<file path="config.mk">
export PLATFORM = sky130hd
export DESIGN_NAME = y86_exec_seq_flat
export DESIGN_NICKNAME = d
export VERILOG_FILES = /design/src/rtl/y86_exec_seq_if.sv /design/src/rtl/y86_exec_seq.sv /design/src/flat_wrapper.sv
export SDC_FILE = /design/constraint.sdc
export NUM_CORES = 1
export LEC_CHECK = 0
export BUFFER_PORTS_ARGS = -buffer_cell sky130_fd_sc_hd__buf_2
export CORE_AREA = 2 2 185 187
export CTS_CLUSTER_DIAMETER = 40
export DETAILED_ROUTE_END_ITERATION = 16
export DIE_AREA = 0 0 187 189
export GPL_TIMING_DRIVEN = 0
export PLACE_DENSITY = 0.51
export SETUP_SLACK_MARGIN = 0.3
export SLEW_MARGIN = 20
export SYNTH_ARGS = -nofsm -noshare
export SYNTH_HDL_FRONTEND = slang
export SYNTH_SLANG_ARGS = --single-unit
</file>
<file path="constraint.sdc">
create_clock -name clk -period 5.7 [get_ports clk]
set_clock_uncertainty 0.2 [all_clocks]
set_input_delay 0 -clock clk [delete_from_list [all_inputs] [get_ports clk]]
set_output_delay 0 -clock clk [all_outputs]
set_load 0.03 [all_outputs]
</file>
<file path="src/rtl/y86_exec_seq_if.sv">
// Bus bundle for the Y86-64 execute sequencer: the decode-side instruction
// handshake, the shared ALU operand/result bus and the memory-side result
// handshake.
//
// Handshake rule, both directions: a transfer happens on a rising edge where
// valid and ready are both high. Once valid is raised, the payload is held
// stable and valid stays high until that transfer. ready may change freely.
interface y86_exec_seq_if;
  // decode -> sequencer
  logic        in_valid;
  logic        in_ready;
  logic [3:0]  icode;
  logic [3:0]  ifun;
  logic [63:0] valA;
  logic [63:0] valB;
  logic [63:0] valC;
  // sequencer <-> shared ALU
  logic [63:0] alu_a;
  logic [63:0] alu_b;
  logic [1:0]  alu_fun;
  logic [63:0] alu_valE;
  logic [2:0]  alu_cf;
  // sequencer -> memory stage
  logic        out_valid;
  logic        out_ready;
  logic [63:0] valE;
  logic        cnd;
  logic [2:0]  cc;
  logic        bad_op;

  modport slave (
    input  in_valid, icode, ifun, valA, valB, valC, alu_valE, alu_cf, out_ready,
    output in_ready, alu_a, alu_b, alu_fun, out_valid, valE, cnd, cc, bad_op
  );

  modport master (
    output in_valid, icode, ifun, valA, valB, valC, alu_valE, alu_cf, out_ready,
    input  in_ready, alu_a, alu_b, alu_fun, out_valid, valE, cnd, cc, bad_op
  );
endinterface

</file>
<file path="src/rtl/y86_exec_seq.sv">
// Y86-64 execute-stage sequencer. Takes one decoded instruction, drives the
// shared ALU, waits ALU_LAT cycles for it to settle, captures valE, updates
// the condition codes for OPq and evaluates cnd for cmovXX/jXX.
module y86_exec_seq #(
  parameter int ALU_LAT = 2,   // ALU settle cycles, 1..15
  parameter int SP_STEP = 8    // stack pointer adjust magnitude
) (
  input  logic              clk,
  input  logic              rst,
  y86_exec_seq_if.slave     bus,
  output logic [1:0]        o_state
);

  typedef enum logic [1:0] {
    ST_IDLE   = 2'd0,
    ST_EVAL   = 2'd1,
    ST_COMMIT = 2'd2,
    ST_OUT    = 2'd3
  } state_t;

  state_t      r_state;
  state_t      w_next;
  logic        w_in_ready;
  logic        w_out_valid;

  logic [3:0]  r_icode;
  logic [3:0]  r_ifun;
  logic [3:0]  r_cnt;
  logic [63:0] r_alu_a;
  logic [63:0] r_alu_b;
  logic [1:0]  r_alu_fun;
  logic [63:0] r_valE;
  logic        r_cnd;
  logic        r_bad;
  logic [2:0]  r_cc;   // {ZF,SF,OF}

  logic [63:0] w_sel_a;
  logic [63:0] w_sel_b;
  logic [1:0]  w_sel_fun;
  logic        w_cnd;
  logic        w_bad;
  logic        w_null;
  logic        w_cc_load;

  localparam logic [63:0] SP_POS = 64'(SP_STEP);
  localparam logic [63:0] SP_NEG = (~SP_POS) + 64'd1;

  // State register.
  always_ff @(posedge clk) begin
    if (rst) r_state <= ST_IDLE;
    else     r_state <= w_next;
  end

  // Next-state and handshake outputs.
  always_comb begin
    w_next      = r_state;
    w_in_ready  = 1'b0;
    w_out_valid = 1'b0;
    case (r_state)
      ST_IDLE: begin
        w_in_ready = 1'b1;
        if (bus.in_valid) w_next = ST_EVAL;
      end
      ST_EVAL:   if (r_cnt == 4'd0) w_next = ST_COMMIT;
      ST_COMMIT: w_next = ST_OUT;
      ST_OUT: begin
        w_out_valid = 1'b1;
        if (bus.out_ready) w_next = ST_IDLE;
      end
      default:   w_next = ST_IDLE;
    endcase
  end

  // Operand and function select from the incoming icode/ifun.
  always_comb begin
    w_sel_a   = 64'd0;
    w_sel_b   = 64'd0;
    w_sel_fun = 2'd0;
    case (bus.icode)
      4'h2:             w_sel_a = bus.valA;
      4'h6:             w_sel_a = bus.valA;
      4'h3, 4'h4, 4'h5: w_sel_a = bus.valC;
      4'h8, 4'hA:       w_sel_a = SP_NEG;
      4'h9, 4'hB:       w_sel_a = SP_POS;
      default:          w_sel_a = 64'd0;
    endcase
    case (bus.icode)
      4'h4, 4'h5, 4'h6, 4'h8, 4'h9, 4'hA, 4'hB: w_sel_b = bus.valB;
      default:                                  w_sel_b = 64'd0;
    endcase
    if (bus.icode == 4'h6) w_sel_fun = bus.ifun[1:0];
  end

  // Condition evaluation against the CC held before this op, plus op legality.
  always_comb begin
    w_cnd     = 1'b0;
    w_bad     = 1'b0;
    w_null    = 1'b0;
    w_cc_load = (r_icode == 4'h6) && (r_ifun <= 4'd3);
    if ((r_icode == 4'h2) || (r_icode == 4'h7)) begin
      case (r_ifun)
        4'd0:    w_cnd = 1'b1;
        4'd1:    w_cnd = (r_cc[1] ^ r_cc[0]) | r_cc[2];
        4'd2:    w_cnd = r_cc[1] ^ r_cc[0];
        4'd3:    w_cnd = r_cc[2];
        4'd4:    w_cnd = ~r_cc[2];
        4'd5:    w_cnd = ~(r_cc[1] ^ r_cc[0]);
        4'd6:    w_cnd = ~(r_cc[1] ^ r_cc[0]) & ~r_cc[2];
        default: w_cnd = 1'b0;
      endcase
    end
    case (r_icode)
      4'h2, 4'h7:                         w_bad = (r_ifun > 4'd6);
      4'h6:                               w_bad = (r_ifun > 4'd3);
      4'h0, 4'h1, 4'hC, 4'hD, 4'hE, 4'hF: begin
        w_bad  = 1'b1;
        w_null = 1'b1;
      end
      default:                            w_bad = 1'b0;
    endcase
  end

  // Datapath: latch on accept, count settle cycles, capture on COMMIT.
  always_ff @(posedge clk) begin
    if (rst) begin
      r_icode   <= 4'd0;
      r_ifun    <= 4'd0;
      r_cnt     <= 4'd0;
      r_alu_a   <= 64'd0;
      r_alu_b   <= 64'd0;
      r_alu_fun <= 2'd0;
      r_valE    <= 64'd0;
      r_cnd     <= 1'b0;
      r_bad     <= 1'b0;
      r_cc      <= 3'b100;
    end else begin
      case (r_state)
        ST_IDLE: begin
          if (bus.in_valid) begin
            r_icode   <= bus.icode;
            r_ifun    <= bus.ifun;
            r_alu_a   <= w_sel_a;
            r_alu_b   <= w_sel_b;
            r_alu_fun <= w_sel_fun;
            r_cnt     <= 4'(ALU_LAT - 1);
          end
        end
        ST_EVAL: begin
          if (r_cnt != 4'd0) r_cnt <= r_cnt - 4'd1;
        end
        ST_COMMIT: begin
          r_valE <= w_null ? 64'd0 : bus.alu_valE;
          r_cnd  <= w_cnd;
          r_bad  <= w_bad;
          if (w_cc_load) r_cc <= bus.alu_cf;
        end
        default: ;
      endcase
    end
  end

  assign bus.in_ready  = w_in_ready;
  assign bus.out_valid = w_out_valid;
  assign bus.alu_a     = r_alu_a;
  assign bus.alu_b     = r_alu_b;
  assign bus.alu_fun   = r_alu_fun;
  assign bus.valE      = r_valE;
  assign bus.cnd       = r_cnd;
  assign bus.bad_op    = r_bad;
  assign bus.cc        = r_cc;
  assign o_state       = r_state;

endmodule

</file>
<file path="src/flat_wrapper.sv">
// flat-port wrapper written by rule: the top's interface ports become plain ports
module y86_exec_seq_flat 
#(
  parameter int ALU_LAT = 2,                              
  parameter int SP_STEP = 8                                     
)
  (clk, rst, o_state, bus_in_valid, bus_icode, bus_ifun, bus_valA, bus_valB, bus_valC, bus_alu_valE, bus_alu_cf, bus_out_ready, bus_in_ready, bus_alu_a, bus_alu_b, bus_alu_fun, bus_out_valid, bus_valE, bus_cnd, bus_cc, bus_bad_op);
  y86_exec_seq_if bus_i ();
  input  logic clk;
  input  logic rst;
  output logic [1:0] o_state;
  input wire logic [$bits(bus_i.in_valid)-1:0] bus_in_valid;
  input wire logic [$bits(bus_i.icode)-1:0] bus_icode;
  input wire logic [$bits(bus_i.ifun)-1:0] bus_ifun;
  input wire logic [$bits(bus_i.valA)-1:0] bus_valA;
  input wire logic [$bits(bus_i.valB)-1:0] bus_valB;
  input wire logic [$bits(bus_i.valC)-1:0] bus_valC;
  input wire logic [$bits(bus_i.alu_valE)-1:0] bus_alu_valE;
  input wire logic [$bits(bus_i.alu_cf)-1:0] bus_alu_cf;
  input wire logic [$bits(bus_i.out_ready)-1:0] bus_out_ready;
  output wire logic [$bits(bus_i.in_ready)-1:0] bus_in_ready;
  output wire logic [$bits(bus_i.alu_a)-1:0] bus_alu_a;
  output wire logic [$bits(bus_i.alu_b)-1:0] bus_alu_b;
  output wire logic [$bits(bus_i.alu_fun)-1:0] bus_alu_fun;
  output wire logic [$bits(bus_i.out_valid)-1:0] bus_out_valid;
  output wire logic [$bits(bus_i.valE)-1:0] bus_valE;
  output wire logic [$bits(bus_i.cnd)-1:0] bus_cnd;
  output wire logic [$bits(bus_i.cc)-1:0] bus_cc;
  output wire logic [$bits(bus_i.bad_op)-1:0] bus_bad_op;
  assign bus_i.in_valid = bus_in_valid;
  assign bus_i.icode = bus_icode;
  assign bus_i.ifun = bus_ifun;
  assign bus_i.valA = bus_valA;
  assign bus_i.valB = bus_valB;
  assign bus_i.valC = bus_valC;
  assign bus_i.alu_valE = bus_alu_valE;
  assign bus_i.alu_cf = bus_alu_cf;
  assign bus_i.out_ready = bus_out_ready;
  assign bus_in_ready = bus_i.in_ready;
  assign bus_alu_a = bus_i.alu_a;
  assign bus_alu_b = bus_i.alu_b;
  assign bus_alu_fun = bus_i.alu_fun;
  assign bus_out_valid = bus_i.out_valid;
  assign bus_valE = bus_i.valE;
  assign bus_cnd = bus_i.cnd;
  assign bus_cc = bus_i.cc;
  assign bus_bad_op = bus_i.bad_op;
  y86_exec_seq #(.ALU_LAT(ALU_LAT), .SP_STEP(SP_STEP)) u_core (.clk(clk), .rst(rst), .bus(bus_i), .o_state(o_state));
endmodule
</file>
==> impl_metrics.toml, run 1 <==
[layout]
mostFrequentLayoutCells = "489 x buf_2, 290 x dlygate4sd3_1, 213 x dfxtp_1"
final_cells = 2293
nets = 2089
syn2layout_area_growth_pct = 82.48
mostFrequentLayoutCell = "buf_2"
drive_gt1_share_pct = 31.03

[routing]
drc = 0
first_iter_violations = 377
firstDrtPassIters = 5
via_per_inst = 4.623
ant_nets = 0
dr_total_vias = 10600
wire_per_inst_um = 16.47
routed_wl_um = 37770

[placed_design]
dp.cells = 1927
portBuffers = 471
dp_hpwl_um = 27520
globalplace.congestion = 0.8721

[sta]
tns_ps = 0
setup_viol = 0
rsz0062_at_grt = "false"
worstMarginPinSlew_ps = 822.4
fin_crit_sh_pct = 55.25
period_minus_slack_ps = 3149
hold_viol = 0
clock.fmax_mhz = 317.5
drv_slew = 0
slew_headroom_pct = 45.17

[global_route]
grt_usage_pct = 20.44
grt_max_degree = 12
overflow = 0
antenna_found_initial = 6
grt_pass1_vias = 10910
grt_pass1_wl_um = 58010

[clocking]
cts_root_buf = "clkbuf_16"
worstSkewPairLatency_ps = 520
postCtsHoldBufs = 290
numCtsBuffers = 40
cts_buffer_depth = 3
cts_resized = 0
tritoncts = "built"
cts_setup_buffers = 0
htree_levels = 2
clk_pin_slew_ps = 50
numClockSinks = 213

[hold_path]
hold_start = "bus_alu_valE[20]"
min_path_type = "input pin to register"
min_path_cells = 4
hold_end = "u_core.bus.valE[20]"

[yosys]
synthFlopType = "dfxtp_1"
synth_edf_count = 0
synth-async-reset-ratio_pct = 0
yosysWarnings = 0
synth_cell_types = 42
synth_area_mm2 = 0.008725
netlist_instances = 1008
syn-num-nets = 1286
seq_area_frac_synth_pct = 48.87
ys_ff_latch = 213
syn_avg_cell_area_um2 = 8.655

[setup_path]
cpMostUsedCell = "buf_2"
path_max_fanout = 10
critPathTopFamily = "buffers and inverters"
path_cells = "inv_1 -> ha_1 -> and2_1 -> clkbuf_1 -> buf_2 -> buf_2 -> o21ai_0 -> dlygate4sd3_1 -> a21oi_1"
crit_type = "register to register"
reg2reg_from = "u_core.o_state[1]"
arrival_ps = 3390
regToRegSetupSlack_ps = 2550
reg2regPathDepth = 9
timing.rr.end = "u_core.bus.alu_a[3]"
timing.critical_path.buf_inv = 5
critPathSlowestCell = "dlygate4sd3_1"
worst_ep_required_time_ps = 5940
endpoint_kind = "register"
cp.depth = 9
crit_path_max_incr_delay_ps = 610
critPathLaunchType = "register"

[floorplan]
rows = 67
pin_count = 474
fp.dieH_um = 189
coreArea_mm2 = 0.03328
die_w_um = 187
die_area_mm2 = 0.03534
start_util_pct = 26.22

[run]
cap_violations = 0

[pwr]
p_leak_uw = 0.006992
power_density_mw_per_mm2 = 354.2
vdd_ir_drop_max_mv = 0.1597

[run_status]
outcome = "complete, no violations"
state kept, by name (all words and copies together) (netlist names):
name                cells
u_core.bus.alu_a       64
u_core.r_cnt            4
u_core.bus.valE        64
u_core.bus.bad_op       1
u_core.r_ifun           4
u_core.bus.cc           3
u_core.o_state          2
u_core.bus.alu_b       64
u_core.bus.cnd          1
u_core.r_icode          4
u_core.bus.alu_fun      2
Yosys cell counts, types with 2 or more instances:
cell / number / area, um^2
dfxtp_1: 213 / 4264
a21oi_1: 138 / 690.7
nand2_1: 85 / 319.1
nor2_1: 78 / 292.8
clkbuf_1: 71 / 266.5
nand3_1: 65 / 325.3
a22oi_1: 64 / 480.5
nand3b_1: 64 / 480.5
a2bb2oi_1: 60 / 525.5
o21ai_1: 60 / 300.3
buf_2: 18 / 90.09
buf_1: 9 / 33.78
inv_1: 9 / 33.78
buf_6: 8 / 90.09
nor2b_1: 8 / 50.05
nor3_1: 8 / 40.04
ha_1: 7 / 87.58
mux2i_1: 5 / 50.05
xnor2_1: 4 / 35.03
a211oi_1: 3 / 22.52
a221oi_1: 3 / 26.28
nand2b_1: 3 / 18.77
a31oi_1: 2 / 12.51
nand4_1: 2 / 12.51
nor3b_1: 2 / 15.01
o21ai_0: 2 / 10.01
or3_1: 2 / 12.51
power by group:
part	internal (uW)	switching, uW
Combinational	595	940
Sequential	1630	88.1
Clock	1560	833
Total	3780	1860
worst register-to-register path, cell delays in order (launching register included):
cell,delay [ps]
dfxtp_1,350
inv_1,110
ha_1,260
and2_1,150
clkbuf_1,420
buf_2,360
buf_2,300
o21ai_0,170
dlygate4sd3_1,610
a21oi_1,120
how the worst max path moves through the flow:
stage	start	to
floorplan	u_core.o_state[0]	u_core.bus.alu_a[53]
global route	u_core.o_state[1]	u_core.bus.alu_a[3]
global placement	u_core.o_state[1]	u_core.bus.alu_a[3]
CTS	u_core.o_state[0]	u_core.bus.alu_a[3]
detailed placement	u_core.o_state[1]	u_core.r_icode[0]
finish	u_core.o_state[1]	u_core.bus.alu_a[3]
per-stage QoR:
step,util (%),area (um^2),setup slack [ps],total power [uW],hold WS [ps]
3_3_place_gp,34.98,11640,2974,3086,32.46
4_1_cts,47.80,15910,2424,5701,22.90
5_1_grt,47.84,15920,2277,5920,62.56
3_5_place_dp,34.98,11640,2957,3096,39.38
2_1_floorplan,-,8725,3380,2607,-64.03
6_report,47.84,15920,2551,5639,52.62
cells by family after synthesis:
| kind of cell | after synthesis | share of synthesized area [%] |
|---|---|---|
| AO/OA/AOI/OAI | 341 | 24.70 |
| XOR/XNOR | 4 | 0.4015 |
| adder cells (fa/ha/maj) | 7 | 1.004 |
| buffers and inverters | 115 | 5.894 |
| flip-flops | 213 | 48.87 |
| multiplexers | 5 | 0.5737 |
| AND/OR/NAND/NOR | 323 | 18.56 |
metal layers:
layer  GRT usage, %  wire (um)
met2          36.63      18560
met5              0         13
met4          10.04       1759
met3          5.190       2487
met1          22.51      14950
layout make-up:
class,count,area [um^2]
Multi-Input combinational cell,680,3946
Buffer,106,480.5
Tap cell,448,560.5
Antenna cell,5,12.51
Fill cell,3271,17360
Timing Repair Buffer,761,5260
Clock buffer,46,1085
Inverter,9,33.78
Sequential cell,213,4264
Clock inverter,25,277.8
Power figures use the tool's default switching activity.
==> run 2: changes to the inputs <==
--- a/config.mk
+++ b/config.mk
@@ -11,7 +11,7 @@
 export DETAILED_ROUTE_END_ITERATION = 16
 export DIE_AREA = 0 0 187 189
 export GPL_TIMING_DRIVEN = 0
-export PLACE_DENSITY = 0.51
+export PLACE_DENSITY = 0.53
 export SETUP_SLACK_MARGIN = 0.3
 export SLEW_MARGIN = 20
 export SYNTH_ARGS = -nofsm -noshare
==> constraint.sdc (replaced) <==
create_clock -name clk -period 2.6 [get_ports clk]
set_clock_uncertainty 0.2 [all_clocks]
set_input_delay 0 -clock clk [delete_from_list [all_inputs] [get_ports clk]]
set_output_delay 0 -clock clk [all_outputs]
set_load 0.03 [all_outputs]
==> run 2 against run 1 <==
  * Fmax rose by 49%
  * Routed wire length is 1.4% lower
  * Power is 120% higher
  * Largest cell class unchanged
  * Largest power group unchanged
==> impl_metrics.toml, run 2 (synthesized netlist as in run 1, its figures left out) <==
[placed_design]
dp_hpwl_um = 27060
portBuffers = 471
globalplace.congestion = 0.9320
dpl_worst_slack_ps = -146.5
dp.cells = 1927

[clocking]
worstSkewPairLatency_ps = 510
numCtsBuffers = 39
clk_pin_slew_ps = 50
numClockSinks = 213
cts_buffer_depth = 3
htree_levels = 2
cts_root_buf = "clkbuf_16"
cts_setup_buffers = 0
tritoncts = "built"

[layout]
syn2layout_area_growth_pct = 80.87
mostFrequentLayoutCells = "488 x buf_2, 271 x dlygate4sd3_1, 213 x dfxtp_1"
final_cells = 2272
mostFrequentLayoutCell = "buf_2"
nets = 2069
drive_gt1_share_pct = 32.56

[setup_path]
endpoint_kind = "register"
critPathLaunchType = "register"
cpMostUsedCell = "buf_6"
path_cells = "inv_1 -> ha_2 -> nand2_2 -> or4_1 -> buf_6 -> buf_6 -> o21ai_1"
reg2regPathDepth = 7
worst_ep_required_time_ps = 2830
timing.rr.end = "u_core.bus.alu_a[5]"
regToRegSetupSlack_ps = 490
arrival_ps = 2340
critPathSlowestCell = "or4_1"
crit_type = "register to register"
crit_path_max_incr_delay_ps = 540
path_max_fanout = 10
reg2reg_from = "u_core.o_state[0]"

[sta]
drv_slew = 0
rsz0062_at_grt = "false"
worstMarginPinSlew_ps = 887.5
final.setup.worst_slack_ps = 485.0
clock.fmax_mhz = 472.8
slew_headroom_pct = 40.84
period_minus_slack_ps = 2115
fin_crit_sh_pct = 81.35
hold_viol = 0
setup_viol = 0
whs_ps = 37.98
tns_ps = 0

[global_route]
antenna_found_initial = 4
grt_usage_pct = 20.16
overflow = 0
grt_pass1_vias = 10930
grt_max_degree = 12
grt_pass1_wl_um = 57070

[pwr]
vdd_ir_drop_max_mv = 0.3297
power_density_mw_per_mm2 = 780.1
p_leak_uw = 0.006939

[routing]
dr_total_vias = 10590
wire_per_inst_um = 16.39
wl_met3_um = 2380
wl_met2_um = 18280
drc = 0
route.layer.met1.wl_um = 14790
via_per_inst = 4.661
firstDrtPassIters = 5
top_layer = "met5"
routed_wl_um = 37250
ant_nets = 0
first_iter_violations = 351

[floorplan]
pin_count = 474
start_util_pct = 26.22
fp.dieH_um = 189
rows = 67
die_w_um = 187
die_area_mm2 = 0.03534
coreArea_mm2 = 0.03328

[hold_path]
min_path_type = "input pin to register"
min_path_cells = 4
hold_end = "u_core.bus.alu_a[1]"
hold_start = "bus_icode[3]"

[run]
cap_violations = 0

[run_status]
outcome = "complete, no violations"
==> run 2: cell count changes in the layout (fill, tap and decap cells not counted), moves of 2 or more <==
| cell | before | now |
|---|---|---|
| dlygate4sd3_1 | 290 | 271 |
| clkbuf_4 | 0 | 3 |
| clkbuf_1 | 72 | 54 |
| clkbuf_2 | 0 | 17 |
| clkinvlp_4 | 6 | 2 |
| clkinv_4 | 3 | 6 |
| diode_2 | 5 | 3 |
| buf_1 | 9 | 7 |
| clkinv_2 | 5 | 9 |
| inv_6 | 7 | 2 |
==> run 2: critical path, delay by kind of cell (launching register included) <==
kind / cells / cell delay, ps
AND/OR/NAND/NOR: 2 / 660
buffers and inverters: 3 / 430
AO/OA/AOI/OAI: 1 / 140
adder cells (fa/ha/maj): 1 / 250
flip-flops: 1 / 350
==> run 2: final cells by class <==
cell class / count / area (um^2)
repair buffers: 742 / 5070
multi-input cells: 680 / 3959
well taps: 448 / 560.5
clock inverters: 25 / 296.5
diodes: 3 / 7.507
flip-flops and latches: 213 / 4264
inverters: 9 / 33.78
plain buffers: 106 / 515.5
fillers: 3255 / 17500
clock buffers: 46 / 1074
==> run 2: how the worst max path moves through the flow <==
stage / start / to / cells past startpoint
finish: u_core.o_state[0] / u_core.bus.alu_a[5] / 7
global route: u_core.o_state[0] / u_core.bus.valE[44] / 7
CTS: u_core.o_state[0] / u_core.bus.alu_b[39] / 7
detailed placement: u_core.o_state[0] / u_core.r_icode[0] / 8
global placement: u_core.o_state[0] / u_core.bus.alu_a[1] / 8
floorplan: u_core.o_state[0] / u_core.bus.alu_a[53] / 7
==> run 2: per-stage QoR <==
stage	cell area, um^2	util [%]	power (uW)
after floorplan	8727	-	5720
after global placement	11640	34.99	6756
after detailed placement	11640	34.99	6775
after CTS	15740	47.30	12430
after global routing	15780	47.42	12890
final	15780	47.42	12310
==> run 2: what timing repair did <==
action	in CTS	in global routing
hold buffers	271	0
gates resized for setup	11	26
setup endpoints to repair	192	124
hold endpoints to repair	210	0
==> run 2: power breakdown <==
| group | leakage [uW] | internal, uW | switching, uW |
|---|---|---|---|
| sequential | 0.00173 | 3570 | 183 |
| clock | 0.000677 | 3460 | 1750 |
| combinational | 0.00454 | 1290 | 2060 |
==> run 2: metal layers <==
layer	GRT usage [%]	up-vias
li1	-	5194
met1	22.02	4881
met2	36.46	410
met3	4.875	103
met4	10.07	2
met5	0	-
